### src/rtl/ifetch_ctrl_pkg.sv
// ============================================================================
// ifetch_ctrl_pkg : shared widths, reset address and queue-entry layout
// Revision: 1.0
// ============================================================================
`default_nettype none

package ifetch_ctrl_pkg;

   localparam int         IMEM_ADDR_W      = 8;
   localparam int         INSTR_W          = 8;
   localparam logic [7:0] RESET_PC_DEFAULT = 8'h00;

   // Packed as {pc[15:8], data[7:0]}
   typedef struct packed {
      logic [IMEM_ADDR_W-1:0] pc;
      logic [INSTR_W-1:0]     data;
   } qentry_t;

endpackage

`default_nettype wire

### src/rtl/ifetch_ctrl_queue.sv
// ============================================================================
// ifetch_queue : DEPTH-entry flushable FIFO holding fetched {pc, data} pairs
// Revision: 1.0
// ============================================================================
`default_nettype none

module ifetch_queue
   import ifetch_ctrl_pkg::*;
#(
   parameter int DEPTH = 2
) (
   input  logic                         clk,
   input  logic                         reset,
   input  logic                         push_i,
   input  qentry_t                      entry_i,
   input  logic                         pop_i,
   input  logic                         flush_i,
   output logic [$clog2(DEPTH+1)-1:0]   count_o,
   output logic                         valid_o,
   output qentry_t                      head_o
);

   localparam int CW = $clog2(DEPTH+1);
   localparam int PW = $clog2(DEPTH);

   logic [PW-1:0] rd_q, wr_q;
   logic [CW-1:0] cnt_q;
   qentry_t       mem_q [DEPTH];

   function automatic logic [PW-1:0] inc(input logic [PW-1:0] p);
      return (p == PW'(DEPTH-1)) ? '0 : p + 1'b1;
   endfunction

   // Flush drops everything, including a same-cycle push; a same-cycle pop
   // has already taken the head that is visible this cycle.
   always_ff @(posedge clk) begin
      if (reset || flush_i) begin
         rd_q  <= '0;
         wr_q  <= '0;
         cnt_q <= '0;
      end else begin
         if (push_i) wr_q <= inc(wr_q);
         if (pop_i)  rd_q <= inc(rd_q);
         case ({push_i, pop_i})
            2'b10:   cnt_q <= cnt_q + 1'b1;
            2'b01:   cnt_q <= cnt_q - 1'b1;
            default: cnt_q <= cnt_q;
         endcase
      end
   end

   always_ff @(posedge clk) begin
      if (push_i && !flush_i) mem_q[wr_q] <= entry_i;
   end

   assign count_o = cnt_q;
   assign valid_o = (cnt_q != '0);
   assign head_o  = valid_o ? mem_q[rd_q] : '0;

endmodule

`default_nettype wire

### src/rtl/ifetch_ctrl.sv
// ============================================================================
// ifetch_ctrl : PC, single in-flight read tracking, credit check, address mux
// Revision: 1.0
// ============================================================================
`default_nettype none

module ifetch_ctrl
   import ifetch_ctrl_pkg::*;
#(
   parameter logic [IMEM_ADDR_W-1:0] RESET_PC = RESET_PC_DEFAULT,
   parameter int                     DEPTH    = 2
) (
   input  logic                   clk,
   input  logic                   reset,
   output logic [IMEM_ADDR_W-1:0] imem_addr,
   input  logic [INSTR_W-1:0]     imem_data,
   output logic                   inst_valid,
   input  logic                   inst_ready,
   output logic [INSTR_W-1:0]     inst_data,
   output logic [IMEM_ADDR_W-1:0] inst_pc,
   input  logic                   redirect_valid,
   input  logic [IMEM_ADDR_W-1:0] redirect_pc,
   input  logic                   halt,
   output logic                   busy
);

   localparam int CW  = $clog2(DEPTH+1);
   localparam int CW1 = CW + 1;

   logic [IMEM_ADDR_W-1:0] pc_q, pc_d;
   logic [IMEM_ADDR_W-1:0] infl_pc_q, infl_pc_d;
   logic                   infl_q, infl_d;
   logic [CW-1:0]          count;
   logic [CW1-1:0]         credit;
   logic                   pop, issue, head_valid;
   qentry_t                head;

   ifetch_queue #(.DEPTH(DEPTH)) u_queue (
      .clk     (clk),
      .reset   (reset),
      .push_i  (infl_q),
      .entry_i ('{pc: infl_pc_q, data: imem_data}),
      .pop_i   (pop),
      .flush_i (redirect_valid),
      .count_o (count),
      .valid_o (head_valid),
      .head_o  (head)
   );

   assign pop = head_valid & inst_ready;

   // Occupancy the queue will have once the in-flight byte lands; a new read
   // is only issued if its byte is guaranteed a free slot.
   assign credit = {1'b0, count} + CW1'(infl_q) - CW1'(pop);
   assign issue  = !halt && !redirect_valid && (credit < CW1'(DEPTH));

   assign imem_addr = redirect_valid ? redirect_pc : pc_q;

   always_comb begin
      pc_d      = pc_q;
      infl_d    = 1'b0;
      infl_pc_d = infl_pc_q;
      if (redirect_valid) begin
         if (!halt) begin
            infl_d    = 1'b1;
            infl_pc_d = redirect_pc;
            pc_d      = redirect_pc + 8'd1;
         end else begin
            pc_d      = redirect_pc;
         end
      end else if (issue) begin
         infl_d    = 1'b1;
         infl_pc_d = pc_q;
         pc_d      = pc_q + 8'd1;
      end
   end

   always_ff @(posedge clk) begin
      if (reset) begin
         pc_q      <= RESET_PC;
         infl_q    <= 1'b0;
         infl_pc_q <= '0;
      end else begin
         pc_q      <= pc_d;
         infl_q    <= infl_d;
         infl_pc_q <= infl_pc_d;
      end
   end

   assign inst_valid = head_valid;
   assign inst_data  = head.data;
   assign inst_pc    = head.pc;
   assign busy       = infl_q | head_valid;

endmodule

`default_nettype wire

### config.mk
export PLATFORM = sky130hd
export DESIGN_NAME = ifetch_ctrl
export DESIGN_NICKNAME = d
export VERILOG_FILES = /design/src/rtl/ifetch_ctrl_pkg.sv /design/src/rtl/ifetch_ctrl_queue.sv /design/src/rtl/ifetch_ctrl.sv
export SDC_FILE = /design/constraint.sdc
export NUM_CORES = 1
export LEC_CHECK = 0
export BUFFER_PORTS_ARGS = -buffer_cell sky130_fd_sc_hd__buf_2
export CORE_ASPECT_RATIO = 0.9
export CORE_MARGIN = 1
export CORE_UTILIZATION = 55
export DETAILED_ROUTE_END_ITERATION = 16
export PLACE_DENSITY = 0.79
export SYNTH_ARGS = -nofsm -noshare
export SYNTH_HDL_FRONTEND = slang
export SYNTH_SLANG_ARGS = --single-unit
export TNS_END_PERCENT = 10
### constraint.sdc
create_clock -name clk -period 2.9 [get_ports clk]
set_input_delay 0.29 -clock clk [delete_from_list [all_inputs] [get_ports clk]]
set_output_delay 0.29 -clock clk [all_outputs]
set_load 0.01 [all_outputs]
Word-level counts from Yosys, hierarchy flattened

Memories as Yosys holds them, arrays and structs flattened. A register that Yosys moved wholly into a read port is not among the register bits.
Cells that the tools add are included.

Memories kept: 1
Memory bits (writable): 32
Input bits: 21
Bits in registers: 21

Muxes and demuxes: 18
Add/subtract/negate cells: 8
Equality and inequality tests: 3
$lt $le $gt $ge: 1
Bitwise operators: 2
Reductions and logical operators: 10

Memories:

| memory        | words | width | read ports | clocked after Yosys merged registers in | wr ports | RTL line                | source |
|---|---|---|---|---|---|---|---|
| u_queue.mem_q | 2     | 16    | 1          | 1                                       | 1        | ifetch_ctrl_queue.sv:28 | `qentry_t mem_q [DEPTH];` |

Operators by type and width:

| operator            | count |
|---|---|
| $mux 8              | 7 |
| $add 8x1->8 const B | 2 |
| $mux 16             | 1 |
| $mux 1              | 9 |
| $reduce_bool 2->1   | 3 |
| $pmux 2 s2          | 1 |
| $add 2x1->3         | 1 |
| $logic_and 1x1->1   | 3 |
| $lt 3x2->1 const B  | 1 |
| $sub 3x1->3         | 1 |
| $add 1x1->1 const B | 2 |
| $add 2x1->2 const B | 1 |
| $eq 2x1->1 const B  | 1 |
| $eq 2x2->1 const B  | 1 |
| $logic_not 1->1     | 2 |
| $ne 2x2->1 const B  | 1 |
| $reduce_and 2->1    | 1 |
| $sub 2x1->2 const B | 1 |
| $and 1x1->1         | 1 |
| $logic_or 1x1->1    | 1 |
| $or 1x1->1          | 1 |

Depth between registers and ports, before layout

Gate-level depths: netlist of the first run.

Depth in word-level cells: 7
Gate-level depth with buffers: 10
Mapped depth without buffers: 8

By module

A second synthesis of the first run with hierarchy kept.

Cells, all modules: 208
Area total of the unflattened synthesis: 2527.4 µm²

By module, submodules not included:

| module       | area an instance (µm²) | sequential area each (µm²) | cells an instance | instances |
|---|---|---|---|---|
| ifetch_queue | 1408.9                 | 1061.0                     | 89                | 1 |
| ifetch_ctrl  | 1118.6                 | 340.3                      | 119               | 1 |

Least setup slack after synthesis of the first run

Ideal clock, no wire load.

Path kind: reg2reg
Start: reg u_queue.cnt_q[1] (netlist: u_queue.count_o[1])
End: reg infl_pc_q[3]
Required time: 2.776 ns
Path slack: 0.497 ns
Period minus slack after synthesis: 2.403 ns
Path buffers: 2
Arrival: 2.279 ns
Library setup time: 0.124 ns
Cell stages (with the launch flop): 10
Cells stage by stage: dfxtp_1 buf_6 and3b_1 or2_2 nand2_1 fa_1 nor2b_1 a21oi_4 buf_6 o311a_2

Word-level cells in the longest chain between the ends: 7

RTL lines:

| what                                                                | RTL line                | source |
|---|---|---|
| start, declared                                                     | ifetch_ctrl_queue.sv:27 | `logic [CW-1:0] cnt_q;` |
| start signal, assigned                                              | ifetch_ctrl_queue.sv:45 | `2'b10: cnt_q <= cnt_q + 1'b1;` |
| start signal, assigned                                              | ifetch_ctrl_queue.sv:46 | `2'b01: cnt_q <= cnt_q - 1'b1;` |
| start signal, assigned                                              | ifetch_ctrl_queue.sv:47 | `default: cnt_q <= cnt_q;` |
| parallel branches: the longest is 2 deep, another holds $add 2x1->3 | -                       |  |
| $sub 3x1->3 *                                                       | ifetch_ctrl.sv:54       | `assign credit = {1'b0, count} + CW1'(infl_q) - CW1'(pop);` |
| $lt 3x2->1 *                                                        | ifetch_ctrl.sv:55       | `assign issue = !halt && !redirect_valid && (credit < CW1'(DEPTH));` |
| $logic_and 1x1->1 *                                                 | ifetch_ctrl.sv:55       |  |
| $reduce_bool 2->1 (no line) *                                       | -                       |  |
| $reduce_and 2->1 (no line) *                                        | -                       |  |
| end signal, assigned                                                | ifetch_ctrl.sv:86       | `infl_pc_q <= infl_pc_d;` |
| end, declared                                                       | ifetch_ctrl.sv:31       | `logic [IMEM_ADDR_W-1:0] infl_pc_q, infl_pc_d;` |

Mark *: on every way between the ends.
A chain may end at the register's enable or synchronous reset.

Worst setup path in the final report of the first run

Start: reg u_queue.cnt_q[0] (netlist: u_queue.count_o[0])
End: reg infl_pc_q[7]

The elaborated chain is that of the path after synthesis.

==> flow_summary_export.csv, run 1 <==
group,metric,value,unit
status,status,"finished, final reports clean",
global_route,grt_max_degree,27,
logic_synthesis,synth_nets,239,
floorplan,io_pins,47,
clock_network,clock_latency,300,ps
logic_synthesis,netlist-cell-type-count,43,
setup_path,cp_max_fo,17,
drt,vias,1742,
cells_and_area,layout_commonest_cell,"buf_2",
timing,final_max_slew_viol_count,0,
power_and_ir_drop,leakagePower,0.00113,µW
floorplan,initial_core_util,57.9,%
worst_hold_path,hp-class,"in -> reg",
floorplan,core_area,0.00452,mm²
setup_path,path_buf_inv,0,
clock_network,path_clk_slew,90,ps
global_route,grt_use_total,19.6,%
clock_network,htreeDepth,2,
timing,timing.final.ws_setup,420,ps
cells_and_area,final_nets,282,
floorplan,die_h,67.4,µm
cells_and_area,fill_cells,347,
logic_synthesis,ys.flop_type,"edfxtp_1",
clock_network,postCtsSetupBuffers,0,
place,place_area,0.00288,mm²
logic_synthesis,ys_seq_area_share,53.6,%
logic_synthesis,yosys_warnings,0,
drt,ant_nets,0,
timing,period_needed,2480,ps
setup_path,worstPathRequired,3100,ps
power_and_ir_drop,vdd_drop_max,0.269,mV
setup_path,worstReg2RegStart,"u_queue.count_o[0]",
drt,drt_iter0_drc,43,
timing,finalSetupViolations,0,
worst_hold_path,min_path_cells,1,
clock_network,cts_root_buffer,"clkbuf_8",
setup_path,crit_path_end_kind,"flip-flop",
setup_path,worstReg2RegEnd,"infl_pc_q[7]",
setup_path,worstPathArrival,2680,ps
setup_path,crit_chain,"and3b_1 -> or2_2 -> nand2_1 -> fa_1 -> nor2b_1 -> a21oi_4 -> o21bai_1 -> o311a_2",
timing,rsz0062_at_grt,"no",
floorplan,die_area,0.00504,mm²
cells_and_area,n_antenna_cell,0,
worst_hold_path,min_to,"u_queue.mem_q[1][6]",
cells_and_area,stdcell_area,0.00296,mm²
floorplan,rows,23,
drt,via_per_inst,5.43,
place,post-place-ws,436,ps
global_route,grt_pass1_wl,7240,µm
clock_network,ctsResizeCount,0,
place,portBuffers,46,
logic_synthesis,ys_ff_latch,54,
drt,wl_per_cell,14.4,µm
clock_network,tritoncts,"yes",
setup_path,critPathTopFamily,"simple AND/OR/NAND/NOR gates",
timing,hold_violations,0,
floorplan,fp.dieW,74.7,µm
setup_path,cpMaxStageDelayCell,"fa_1",
timing,hold_ws,171,ps
logic_synthesis,synth-edff-count,32,
clock_network,cts_buffers,5,
setup_path,crit_type,"reg -> reg",
place,gp_congestion,0.796,
timing,clock_skew,5.45,ps
power_and_ir_drop,p_per_area,479,mW/mm²
run,maxCapViolCount,0,
logic_synthesis,async_flop_share,0,%
setup_path,critPathMaxStageDelay,470,ps
drt,routed_wl,4610,µm
cells_and_area,final_cell_mix,"buf_2, edfxtp_1, dfxtp_1",
logic_synthesis,synthCells,215,
place,place_hpwl,3230,µm
worst_hold_path,hold_path_startpoint,"imem_data[6]",
clock_network,cts_hold_buf,0,
clock_network,clockBufferDepth,2,
setup_path,r2r_setup_slack,420,ps
timing,setup_tns,0,ps
drt,drc,0,
setup_path,r2r.worst_path.cells,8,
timing,relSlewSlack,37.6,%
timing,worst_pin_slew,935,ps
global_route,grt_pass1_vias,1574,
logic_synthesis,syn_area_per_cell,12.2,µm²
cells_and_area,drive_gt1_share,31.3,%
logic_synthesis,netlist_area,0.00262,mm²
timing,fmax,0.403,GHz
timing,post-route-period-util,85.5,%
global_route,grt_overflow,0,
clock_network,cts.sinks,54,
global_route,antenna_found_initial,0,
setup_path,critPathLaunchType,"flip-flop",
drt,dr.pass1.iters,4,
cells_and_area,syn_to_final_growth,13.3,%
-- cells in the mapped netlist, types with 3 or more instances --
master	instances	share of area, %
nand2_1	8	1.1
nand2b_1	3	0.72
o21bai_1	8	2.3
mux2i_1	21	8.0
mux2_2	6	2.6
o21ai_0	6	1.1
a21oi_1	5	0.96
xnor2_1	10	3.3
nor2_1	19	2.7
edfxtp_1	32	37
nand3_1	5	0.96
xor2_1	4	1.3
clkbuf_1	6	0.86
o311a_2	8	3.4
dfxtp_1	22	17
nor2b_1	4	0.96
a211oi_1	3	0.86
inv_1	5	0.72
nand4_1	3	0.72
nor3_1	6	1.1
-- final cells by class --
class / count / area (µm²) / share of cell area, %
Clock buffer: 6 / 72.6 / 2.45
Clock inverter: 2 / 13.8 / 0.464
Inverter: 5 / 18.8 / 0.633
Multi-Input combinational cell: 143 / 1130 / 38.0
Sequential cell: 54 / 1400 / 47.3
Tap cell: 62 / 77.6 / 2.62
Timing Repair Buffer: 49 / 253 / 8.53
-- power by group --
part | switching, µW | leakage (µW) | internal [µW]
Clock | 230 | 0.0000452 | 171
Sequential | 21.6 | 0.000475 | 840
Combinational | 85.4 | 0.000613 | 72.5
Total | 337 | 0.00113 | 1080
-- state kept, by name, indices dropped and copies added (netlist names), named ones only --
register	flops
u_queue.wr_q	1
u_queue.rd_q	1
u_queue.count_o	2
u_queue.mem_q	32
infl_pc_q	8
infl_q	1
pc_q	8
-- routing by layer --
| layer | global-route usage, % | part of all wire [%] |
|---|---|---|
| met5 | 0 | 0 |
| met2 | 31.5 | 48 |
| met1 | 26.2 | 47 |
| met3 | 5.07 | 4.1 |
| met4 | 5.66 | 1.1 |
-- how the worst max path moves through the flow --
stage,startpoint,endpoint,depth (start not counted)
2_1_floorplan,u_queue.count_o[1],infl_pc_q[3],9
3_3_place_gp,inst_ready,infl_pc_q[4],9
3_5_place_dp,inst_ready,infl_pc_q[7],9
4_1_cts,u_queue.count_o[0],infl_pc_q[5],8
5_1_grt,u_queue.count_o[0],infl_pc_q[5],8
6_report,u_queue.count_o[0],infl_pc_q[7],8
-- kinds of logic (layout without fill, tap and decap cells) --
kind of cell    Yosys count  count (layout)  share of synthesized area [%]
flops                    54              54                           53.6
compound gates           33              33                           10.1
buf+inv                  18              62                           3.54
fa+ha+maj                 3               3                           1.72
mux                      27              27                           10.6
simple gates             64              64                           14.1
xor+xnor                 16              16                           6.36
-- through the flow --
stage	utilization (%)	power, µW	std cells
after global placement	63.7	1030	313
final	65.6	1420	321
after global routing	65.6	1480	321
after CTS	65.6	1430	321
after floorplan	-	981	215
after detailed placement	63.7	1040	313
No activity file was read; power rests on OpenSTA's default activity.
==> run 2, diff against run 1 <==
--- a/config.mk
+++ b/config.mk
@@ -5,6 +5,7 @@
 export SDC_FILE = /design/constraint.sdc
 export NUM_CORES = 1
 export LEC_CHECK = 0
+export ABC_AREA = 1
 export BUFFER_PORTS_ARGS = -buffer_cell sky130_fd_sc_hd__buf_2
 export CORE_ASPECT_RATIO = 0.9
 export CORE_MARGIN = 1
@@ -14,4 +15,3 @@
 export SYNTH_ARGS = -nofsm -noshare
 export SYNTH_HDL_FRONTEND = slang
 export SYNTH_SLANG_ARGS = --single-unit
-export TNS_END_PERCENT = 10
==> run 2 against run 1 <==
  * Sequential power about the same
  * Largest power group unchanged
  * Setup slack got worse by 140 ps
  * Combinational power about the same
  * Sequential share of layout area increased by 1.1 points
  * Critical path type unchanged
==> flow_summary_export.csv, run 2 <==
group,metric,value,unit
status,status,"finished, final reports clean",
logic_synthesis,synthCells,299,
timing,period_needed,2620,ps
logic_synthesis,synthAdderAreaFrac,1.79,%
logic_synthesis,netlist_area,0.00252,mm²
place,portBuffers,46,
power_and_ir_drop,p_per_area,490,mW/mm²
global_route,grt_use_total,22.4,%
logic_synthesis,ys_seq_area_share,55.6,%
logic_synthesis,syn_area_per_cell,8.43,µm²
power_and_ir_drop,vdd_drop_max,0.221,mV
clock_network,htreeDepth,2,
logic_synthesis,synth_xor_area_share,0,%
setup_path,critPathMaxStageDelay,480,ps
setup_path,cp_max_fo,19,
place,gp_congestion,0.893,
floorplan,die_area,0.00486,mm²
logic_synthesis,synth_top_cell_by_area,"edfxtp_1",
cells_and_area,final_cell_mix,"nand2_1, buf_2, nor2_1",
timing,clock_skew,3.58,ps
drt,wl_per_cell,12.6,µm
place,place_area,0.00281,mm²
clock_network,cts.sinks,54,
timing,finalSetupViolations,0,
drt,drc,0,
clock_network,clock_latency,300,ps
logic_synthesis,synthSimpleGateAreaFrac,21.4,%
timing,worst_pin_slew,533,ps
timing,post-route-period-util,90.2,%
setup_path,r2r.worst_path.cells,13,
cells_and_area,final_core_util,68.4,%
logic_synthesis,synth_top_area_share,38.1,%
setup_path,worstPathRequired,3090,ps
timing,relSlewSlack,64.3,%
cells_and_area,fill_cells,375,
global_route,use_met2,40.4,%
timing,hold_violations,0,
logic_synthesis,synth_top_family_by_area,"simple AND/OR/NAND/NOR gates",
floorplan,initial_core_util,59.4,%
cells_and_area,layout_commonest_cell,"nand2_1",
setup_path,critPathLaunchType,"flip-flop",
cells_and_area,stdcell_area,0.00290,mm²
logic_synthesis,ys_ff_latch,54,
worst_hold_path,hp-class,"in -> reg",
floorplan,rows,22,
clock_network,cts_buffers,5,
logic_synthesis,yosys_warnings,0,
logic_synthesis,synth-edff-count,32,
global_route,grt_overflow,0,
logic_synthesis,async_flop_share,0,%
floorplan,die_h,66.2,µm
floorplan,fp.dieW,73.4,µm
cells_and_area,fin_cells,407,
drt,via_per_inst,5.26,
logic_synthesis,netlist-cell-type-count,28,
setup_path,r2r_setup_slack,280,ps
global_route,antenna_found_initial,0,
clock_network,ctsResizeCount,0,
drt,ant_nets,0,
clock_network,clockBufferDepth,2,
drt,drt_iter0_drc,114,
timing,final_max_slew_viol_count,0,
clock_network,cts_hold_buf,0,
global_route,grt_max_degree,23,
drt,vias,2139,
run,maxCapViolCount,0,
global_route,grt_use_met1,27.9,%
global_route,grt_pass1_wl,8390,µm
power_and_ir_drop,leakagePower,0.00128,µW
worst_hold_path,hold_path_startpoint,"imem_data[3]",
cells_and_area,largest_registers,"u_queue.mem_q x32, infl_pc_q x8, pc_q x8",
drt,dr.pass1.iters,4,
cells_and_area,drive_gt1_share,20.7,%
floorplan,core_area,0.00424,mm²
setup_path,worstReg2RegEnd,"infl_pc_q[3]",
logic_synthesis,synth_nets,323,
setup_path,crit_type,"reg -> reg",
clock_network,path_clk_slew,90,ps
cells_and_area,final_nets,370,
setup_path,worstReg2RegStart,"u_queue.count_o[0]",
worst_hold_path,min_path_cells,1,
logic_synthesis,yosys-mux-area-fraction,0,%
cells_and_area,n_antenna_cell,0,
global_route,grt_pass1_vias,1951,
place,place_hpwl,3740,µm
place,dp_cells,399,
drt,routed_wl,5120,µm
setup_path,crit_top_cell,"nand2_2",
clock_network,tritoncts,"yes",
clock_network,cts_root_buffer,"clkbuf_8",
cells_and_area,largest_reg_flops,32,
worst_hold_path,min_to,"u_queue.mem_q[1][3]",
logic_synthesis,yosysMostFrequentCell,"nand2_1",
timing,timing.final.ws_setup,285,ps
place,post-place-ws,277,ps
setup_path,crit_path_end_kind,"flip-flop",
power_and_ir_drop,finalPower,1420,µW
logic_synthesis,synth_commonest_cells,"nand2_1, nor2_1, a21oi_1, edfxtp_1, o21ai_0",
logic_synthesis,synth.area.top_cells,"edfxtp_1, dfxtp_1, nand2_1, a21oi_1, o21ai_0",
global_route,grt_busiest_layer,"met2",
clock_network,postCtsSetupBuffers,0,
setup_path,crit_chain,"nor2_4 -> nor2_2 -> nand2_1 -> o21ai_0 -> inv_1 -> fa_1 -> nand2_1 -> nor2_1 -> nand2_2 -> nand2_2 -> nand2_2 -> o21ai_0 -> nor2_1",
floorplan,io_pins,47,
setup_path,cpMaxStageDelayCell,"fa_1",
logic_synthesis,synth_compound_area_share,14.2,%
logic_synthesis,ys.flop_type,"edfxtp_1",
cells_and_area,syn_to_final_growth,15.0,%
global_route,grt_use_met3,2.90,%
setup_path,worstPathArrival,2810,ps
cells_and_area,top_register,"u_queue.mem_q",
timing,fmax,0.382,GHz
==> run 2: changes by cell type after synthesis, sizes merged, moves of 9 or more <==
cell	delta
inv	+29
nor2	+16
a21oi	+26
nand3	+9
xnor2	-11
o21ai	+27
nand2	+67
mux2i	-21
==> run 2: cell type report <==
| class | count | area, µm² | share of cell area, % |
|---|---|---|---|
| clock buffer | 6 | 72.6 | 2.50 |
| tap | 60 | 75.1 | 2.59 |
| inverter | 34 | 130 | 4.49 |
| timing repair buffer | 49 | 253 | 8.72 |
| clock inverter | 2 | 15.0 | 0.518 |
| multi-input combinational | 202 | 951 | 32.8 |
| sequential | 54 | 1400 | 48.4 |
==> run 2: logic make-up (layout without fill, tap and decap cells) <==
logic type | count (synthesis) | in the layout
buf+inv | 43 | 91
compound gates | 69 | 69
fa+ha+maj | 3 | 3
flops | 54 | 54
simple gates | 130 | 130
==> run 2: critical path: cells and delay by family, from the launching register on <==
kind                       cells  cell delay [ps]
and+or+nand+nor                9             1110
buffers and inverters          1               80
adders and majority gates      1              480
AOI/OAI and AO/OA              2              410
DFF                            1              430
==> run 2: power breakdown <==
part / switching [µW] / internal, µW
sequential: 21.2 / 839
clock: 229 / 170
combinational: 103 / 57.5
total: 354 / 1070
==> run 2: per-layer routing <==
metal	part of all wire [%]	vias up
met4	0.86	0
met3	4.7	5
met2	50	67
met1	45	985
met5	0	-
li1	-	1082
==> run 2: worst max path at each step <==
stage | from | to | slack (ps)
5_1_grt | u_queue.count_o[0] | infl_pc_q[3] | -20
3_3_place_gp | u_queue.count_o[1] | infl_pc_q[1] | 390
2_1_floorplan | u_queue.count_o[1] | pc_q[3] | 740
6_report | u_queue.count_o[0] | infl_pc_q[3] | 280
3_5_place_dp | u_queue.count_o[1] | infl_pc_q[0] | 280
4_1_cts | u_queue.count_o[1] | infl_pc_q[0] | 270
==> run 2: per-stage QoR <==
stage	hold slack, ps	setup TNS [ps]
2_1_floorplan	359	0
3_3_place_gp	438	0
3_5_place_dp	440	0
4_1_cts	172	0
5_1_grt	162	-31.2
6_report	174	0
